===== src/rtl/led_bar_pkg.sv =====
// Shared types and defaults for the LED fill-bar scheduler.
package led_bar_pkg;

  localparam int unsigned WIDTH_DEFAULT = 16;

  typedef enum logic [1:0] {
    EMPTY   = 2'd0,
    PARTIAL = 2'd1,
    FULL    = 2'd2
  } bar_state_t;

  typedef enum logic {
    UP   = 1'b0,
    DOWN = 1'b1
  } dir_t;

endpackage


===== src/rtl/tick_gen.sv =====
// Prescaler: a one-cycle tick every TICK_DIV cycles while enabled.
module tick_gen #(
  parameter int unsigned TICK_DIV = 50_000_000
) (
  input  logic clk,
  input  logic rst,
  input  logic en,
  output logic tick
);

  localparam int unsigned CW = (TICK_DIV > 1) ? $clog2(TICK_DIV) : 1;
  localparam logic [CW-1:0] LAST = CW'(TICK_DIV - 1);

  logic [CW-1:0] r_cnt;

  // Count 0..TICK_DIV-1 while enabled; hold at zero when disabled.
  always_ff @(posedge clk or negedge rst) begin
    if (!rst) begin
      r_cnt <= '0;
    end else if (!en || (r_cnt == LAST)) begin
      r_cnt <= '0;
    end else begin
      r_cnt <= r_cnt + 1'b1;
    end
  end

  assign tick = en && (r_cnt == LAST);

endmodule


===== src/rtl/led_bar_scheduler.sv =====
// LED fill-bar scheduler: arbitrates manual and auto-sweep step requests
// onto a single saturating level register driving a thermometer bar.
module led_bar_scheduler
  import led_bar_pkg::*;
#(
  parameter int unsigned WIDTH    = WIDTH_DEFAULT,
  parameter int unsigned TICK_DIV = 50_000_000
) (
  input  logic                       clk,
  input  logic                       rst,
  input  logic                       man_fill,
  input  logic                       man_drain,
  input  logic                       auto_en,
  output logic [WIDTH-1:0]           LED,
  output logic [$clog2(WIDTH+1)-1:0] level,
  output logic                       grant_man,
  output logic                       grant_auto,
  output logic                       reject
);

  localparam int unsigned LW = $clog2(WIDTH + 1);
  localparam logic [LW-1:0] MAX_LVL = LW'(WIDTH);

  logic [LW-1:0]    r_level;
  logic [WIDTH-1:0] r_led;
  bar_state_t       r_st;
  dir_t             r_dir;
  logic             r_pend;
  logic             r_grant_man;
  logic             r_grant_auto;
  logic             r_reject;

  logic             w_tick;
  logic             w_man_one;
  logic             w_auto_req;
  logic             w_auto_take;
  logic             w_take;
  logic             w_fill;
  logic             w_legal;
  logic [LW-1:0]    w_level_nxt;
  bar_state_t       w_st_nxt;
  dir_t             w_dir_nxt;
  logic [WIDTH-1:0] w_led_nxt;
  logic             w_pend_nxt;

  tick_gen #(
    .TICK_DIV (TICK_DIV)
  ) u_tick_gen (
    .clk  (clk),
    .rst  (rst),
    .en   (auto_en),
    .tick (w_tick)
  );

  // Arbitration, legality and next-state computation.
  always_comb begin
    w_man_one   = man_fill ^ man_drain;
    w_auto_req  = auto_en & (r_pend | w_tick);
    w_auto_take = w_auto_req & ~w_man_one;
    w_take      = w_man_one | w_auto_req;
    w_fill      = w_man_one ? man_fill : (r_dir == UP);
    w_legal     = w_fill ? (r_st != FULL) : (r_st != EMPTY);

    w_level_nxt = r_level;
    if (w_take && w_legal) begin
      w_level_nxt = w_fill ? (r_level + 1'b1) : (r_level - 1'b1);
    end

    if (w_level_nxt == '0) begin
      w_st_nxt = EMPTY;
    end else if (w_level_nxt == MAX_LVL) begin
      w_st_nxt = FULL;
    end else begin
      w_st_nxt = PARTIAL;
    end

    w_dir_nxt = r_dir;
    if (w_take && w_legal) begin
      if (w_st_nxt == FULL) begin
        w_dir_nxt = DOWN;
      end else if (w_st_nxt == EMPTY) begin
        w_dir_nxt = UP;
      end
    end

    w_led_nxt = '0;
    for (int unsigned i = 0; i < WIDTH; i++) begin
      w_led_nxt[i] = ((i + 32'(w_level_nxt)) >= WIDTH);
    end

    // A taken auto request clears pend even when rejected.
    if (!auto_en || w_auto_take) begin
      w_pend_nxt = 1'b0;
    end else if (w_tick) begin
      w_pend_nxt = 1'b1;
    end else begin
      w_pend_nxt = r_pend;
    end
  end

  // Bar state, direction, pending auto request and registered outputs.
  always_ff @(posedge clk or negedge rst) begin
    if (!rst) begin
      r_level      <= '0;
      r_led        <= '0;
      r_st         <= EMPTY;
      r_dir        <= UP;
      r_pend       <= 1'b0;
      r_grant_man  <= 1'b0;
      r_grant_auto <= 1'b0;
      r_reject     <= 1'b0;
    end else begin
      r_level      <= w_level_nxt;
      r_led        <= w_led_nxt;
      r_st         <= w_st_nxt;
      r_dir        <= w_dir_nxt;
      r_pend       <= w_pend_nxt;
      r_grant_man  <= w_man_one & w_legal;
      r_grant_auto <= w_auto_take & w_legal;
      r_reject     <= w_take & ~w_legal;
    end
  end

  assign LED        = r_led;
  assign level      = r_level;
  assign grant_man  = r_grant_man;
  assign grant_auto = r_grant_auto;
  assign reject     = r_reject;

endmodule


===== config.mk =====
export PLATFORM = sky130hd
export DESIGN_NAME = led_bar_scheduler
export DESIGN_NICKNAME = d
export VERILOG_FILES = /design/src/rtl/led_bar_pkg.sv /design/src/rtl/tick_gen.sv /design/src/rtl/led_bar_scheduler.sv
export SDC_FILE = /design/constraint.sdc
export NUM_CORES = 1
export LEC_CHECK = 0
export ABC_AREA = 1
export CAP_MARGIN = 20
export CELL_PAD_IN_SITES_DETAIL_PLACEMENT = 1
export CELL_PAD_IN_SITES_GLOBAL_PLACEMENT = 1
export CORE_AREA = 3 3 85 87
export CTS_BUF_LIST = sky130_fd_sc_hd__clkbuf_4
export DETAILED_ROUTE_END_ITERATION = 6
export DIE_AREA = 0 0 88 90
export PLACE_DENSITY_LB_ADDON = 0.1
export RECOVER_POWER = 25
export SYNTH_ARGS = -nofsm -noshare
export SYNTH_HDL_FRONTEND = slang
export SYNTH_SLANG_ARGS = --single-unit
export TNS_END_PERCENT = 100

===== constraint.sdc =====
create_clock -name clk -period 4.3 [get_ports clk]
set_clock_uncertainty 0.05 [all_clocks]
set_input_delay 0.645 -clock clk [delete_from_list [all_inputs] [get_ports clk]]
set_output_delay 0.645 -clock clk [all_outputs]
set_load 0.01 [all_outputs]

==> flow_metrics.tcl <==
set metrics [dict create \
    outcome "complete, but fails checks" \
    failed_checks "max-capacitance violations, max-slew violations" \
    antenna_found_initial 0 \
    synth_edf_count 0 \
    grt-ovfl-total 0 \
    clkLatencyLatePin_ns 0.38 \
    cp_data_arrival_time_ns 2.83 \
    viasPerCell 5.00 \
    crit_path_top_delay_cell "clkbuf_1" \
    worst_r2r_path_depth 10 \
    wl_met3_um 144 \
    crit_top_cell "clkbuf_1" \
    grt_setup_unrepaired "false" \
    cts_setup_buffers 0 \
    dpl.hpwl_mm 4.48 \
    yosys_warnings 0 \
    die_area_sq_mm 0.00792 \
    hold_class "in -> async" \
    irDropWorstVdd_mv 0.283 \
    cp_cell_sequence "clkbuf_1, clkbuf_1" \
    ys_top_cells_by_count "nand2_1, dfrtp_1, inv_1" \
    fill_cells 770 \
    clock-root-buffer "clkbuf_4" \
    clk_pin_slew_ns 0.17 \
    combPwrFrac_pct 44.0 \
    ctsHoldBuffers 0 \
    worst_pin_slew_ns 1.86 \
    rrSetupSlack_ns 2.00 \
    crit-reg2reg-launch "u_tick_gen.r_cnt[0]$_DFF_PN0_" \
    syn_to_final_growth_pct 16.5 \
    synth_cells 305 \
    start_kind "input pin" \
    drc_errors 0 \
    path_buf_inv 2 \
    rows 29 \
    start_util_pct 40.7 \
    gp_congestion 0.827 \
    yosysMostFrequentCell "nand2_1" \
    die_h_um 90 \
    grt_use_total_pct 16.5 \
    p_int_mw 0.982 \
    seq_power_share_pct 40.8 \
    ant_nets 0 \
    pin_count 29 \
    syn_avg_cell_area_sq_um 8.57 \
    wl_per_cell_um 14.1 \
    vias 2084 \
    switchingPower_mw 0.654 \
    cap_violations 1 \
    syn-num-nets 315 \
    p_per_area_mw_per_mm2 537 \
    final_hold_viol_count 0 \
    p_leak_nw 1.44 \
    ys_seq_area_share_pct 51.7 \
    fmax_mhz 369 \
    wl_met1_mm 2.60 \
    ys.flop_type "dfrtp_1" \
    syn_area_sq_mm 0.00261 \
    insertedDiodeCount 0 \
    grt_start_max_net_pins 37 \
    ys_types 32 \
    instances_no_fill 417 \
    min_period_ns 2.71 \
    endpoint "LED[11]$_DFF_PN0_" \
    dp.cells 409 \
    path_depth 2 \
    setup_violations 0 \
    cp.required_ns 4.42 \
    ys_seq_elements 54 \
    highest_layer "met4" \
    multi_input_area_sq_mm 0.00106 \
    path_class "in -> async" \
    slew_headroom_pct -24.3 \
    clockBufferDepth 2 \
    cts_buffers 5 \
    synth-async-reset-ratio_pct 100 \
    power_mw 1.64 \
    die_x_um 88 \
    fin_tns_setup_ns 0 \
    wl_met2_mm 3.07 \
    nNetsFinal 349 \
    drtPass1Iterations 5 \
    postCtsResizedCells 0 \
    worstSetupEndpointType "async pin" \
    switching_share_pct 40.0 \
    max_stage_delay_ns 1.41 \
    drv_slew 37 \
    drtIter0Drc 87 \
    cp-startpoint "rst" \
    synth.area.top_cells "dfrtp_1, nand2_1, inv_1" \
    port_buffers 28 \
    critPathTopFamily "buffers and inverters" \
    grt_pass1_wl_mm 10.6 \
    htreeDepth 2 \
    clkPwrFrac_pct 15.2 \
    cts_tree "built" \
    r2r-end "u_tick_gen.r_cnt[25]$_DFF_PN0_" \
    synth_top_area_cell "dfrtp_1" \
    drive_gt1_share_pct 10.6 \
    grt_pass1_vias 2236 \
    cts_sinks 54 \
    core-area_sq_mm 0.00642 \
    fin_crit_sh_pct 63.0 \
    crit_fanout 36 \
    seqCellArea_sq_mm 0.00135 \
    wl_mm 5.86 \
    yosysTopAreaCellShare_pct 51.7 \
]
worst register-to-register path, stage by stage, from the launching register on:
cell	delay, ns
dfrtp_1	0.44
ha_1	0.23
nand3_1	0.16
inv_2	0.04
nand2_1	0.07
nor2_1	0.04
nand2_1	0.10
nand2_1	0.32
inv_1	0.46
o21ai_0	0.16
a21oi_1	0.16
power by group through the flow:
stage	Sequential, mW	Combinational, mW	Clock, mW
6_report	0.667	0.720	0.250
5_1_grt	0.681	0.826	0.281
4_1_cts	0.671	0.738	0.265
3_5_place_dp	0.680	0.731	0
3_3_place_gp	0.679	0.723	0
2_1_floorplan	0.704	0.407	0
logic make-up after synthesis:
kind of cell / after synthesis / synth area share [%]
DFF: 54 / 51.7
xor gates and xnor gates: 7 / 2.35
adders and majority gates: 5 / 2.68
AOI/OAI and AO/OA: 42 / 9.29
buffers and inverters: 52 / 7.61
and+or+nand+nor: 145 / 26.4
sequential cells by signal, summed over array words and instances, names as in the netlist:
signal / cells
u_tick_gen.r_cnt: 26
LED: 16
level: 5
r_st: 2
grant_auto: 1
grant_man: 1
r_dir: 1
r_pend: 1
reject: 1
routing by layer:
metal	vias to the layer above	track usage [%]
li1	1043	-
met1	1009	20.2
met2	27	29.0
met3	5	3.11
met4	0	4.48
met5	-	0
cell type report:
cell class | count | share of cell area [%]
repair buffers | 29 | 9.12
inverters | 50 | 6.24
well taps | 77 | 3.16
clock buffers | 5 | 1.23
multi-input cells | 199 | 34.9
flip-flops and latches | 54 | 44.4
clock inverters | 3 | 0.945
worst min-delay path by stage:
stage                                      to  slack (ns)  cells past startpoint
2_1_floorplan                LED[0]$_DFF_PN0_        0.30                      0
3_3_place_gp    u_tick_gen.r_cnt[0]$_DFF_PN0_        0.41                      1
3_5_place_dp    u_tick_gen.r_cnt[0]$_DFF_PN0_        0.45                      1
4_1_cts        u_tick_gen.r_cnt[14]$_DFF_PN0_        0.12                      1
5_1_grt        u_tick_gen.r_cnt[14]$_DFF_PN0_        0.41                      1
6_report       u_tick_gen.r_cnt[14]$_DFF_PN0_        0.35                      1
through the flow:
stage / hold WS [ns] / setup slack (ns) / utilization, % / cell area [sq um]
floorplan: 0.299 / 1.94 / - / 2610
global placement: 0.405 / 1.28 / 46.5 / 2980
detailed placement: 0.448 / 1.21 / 46.5 / 2980
CTS: 0.116 / 1.64 / 47.5 / 3050
global route: 0.409 / 1.01 / 47.4 / 3050
finish: 0.348 / 1.59 / 47.4 / 3050
placed cells by master, fill, tap and decap left out:
cell             count
a211oi_1             1
a21oi_1             16
a31oi_1              5
clkbuf_1             2
clkbuf_4             5
clkdlybuf4s50_1     27
clkinv_4             1
dfrtp_1             54
fa_1                 1
ha_1                 4
inv_1               39
inv_2               10
inv_4                1
inv_6                1
inv_8                1
nand2_1             61
nand2_2              5
nand2_4              2
nand2_8              2
nand3_1             20
nand3b_1             1
nand4_1              5
nor2_1              33
nor2_2               5
nor3_1               8
nor3_2               1
nor3_4               1
nor4_1               1
o211a_1              1
o211ai_1             1
o21a_1               2
o21ai_0             10
o21ai_1              5
o21ai_4              1
xnor2_1              3
xor2_1               4
No activity file was read; power rests on OpenSTA's default activity.
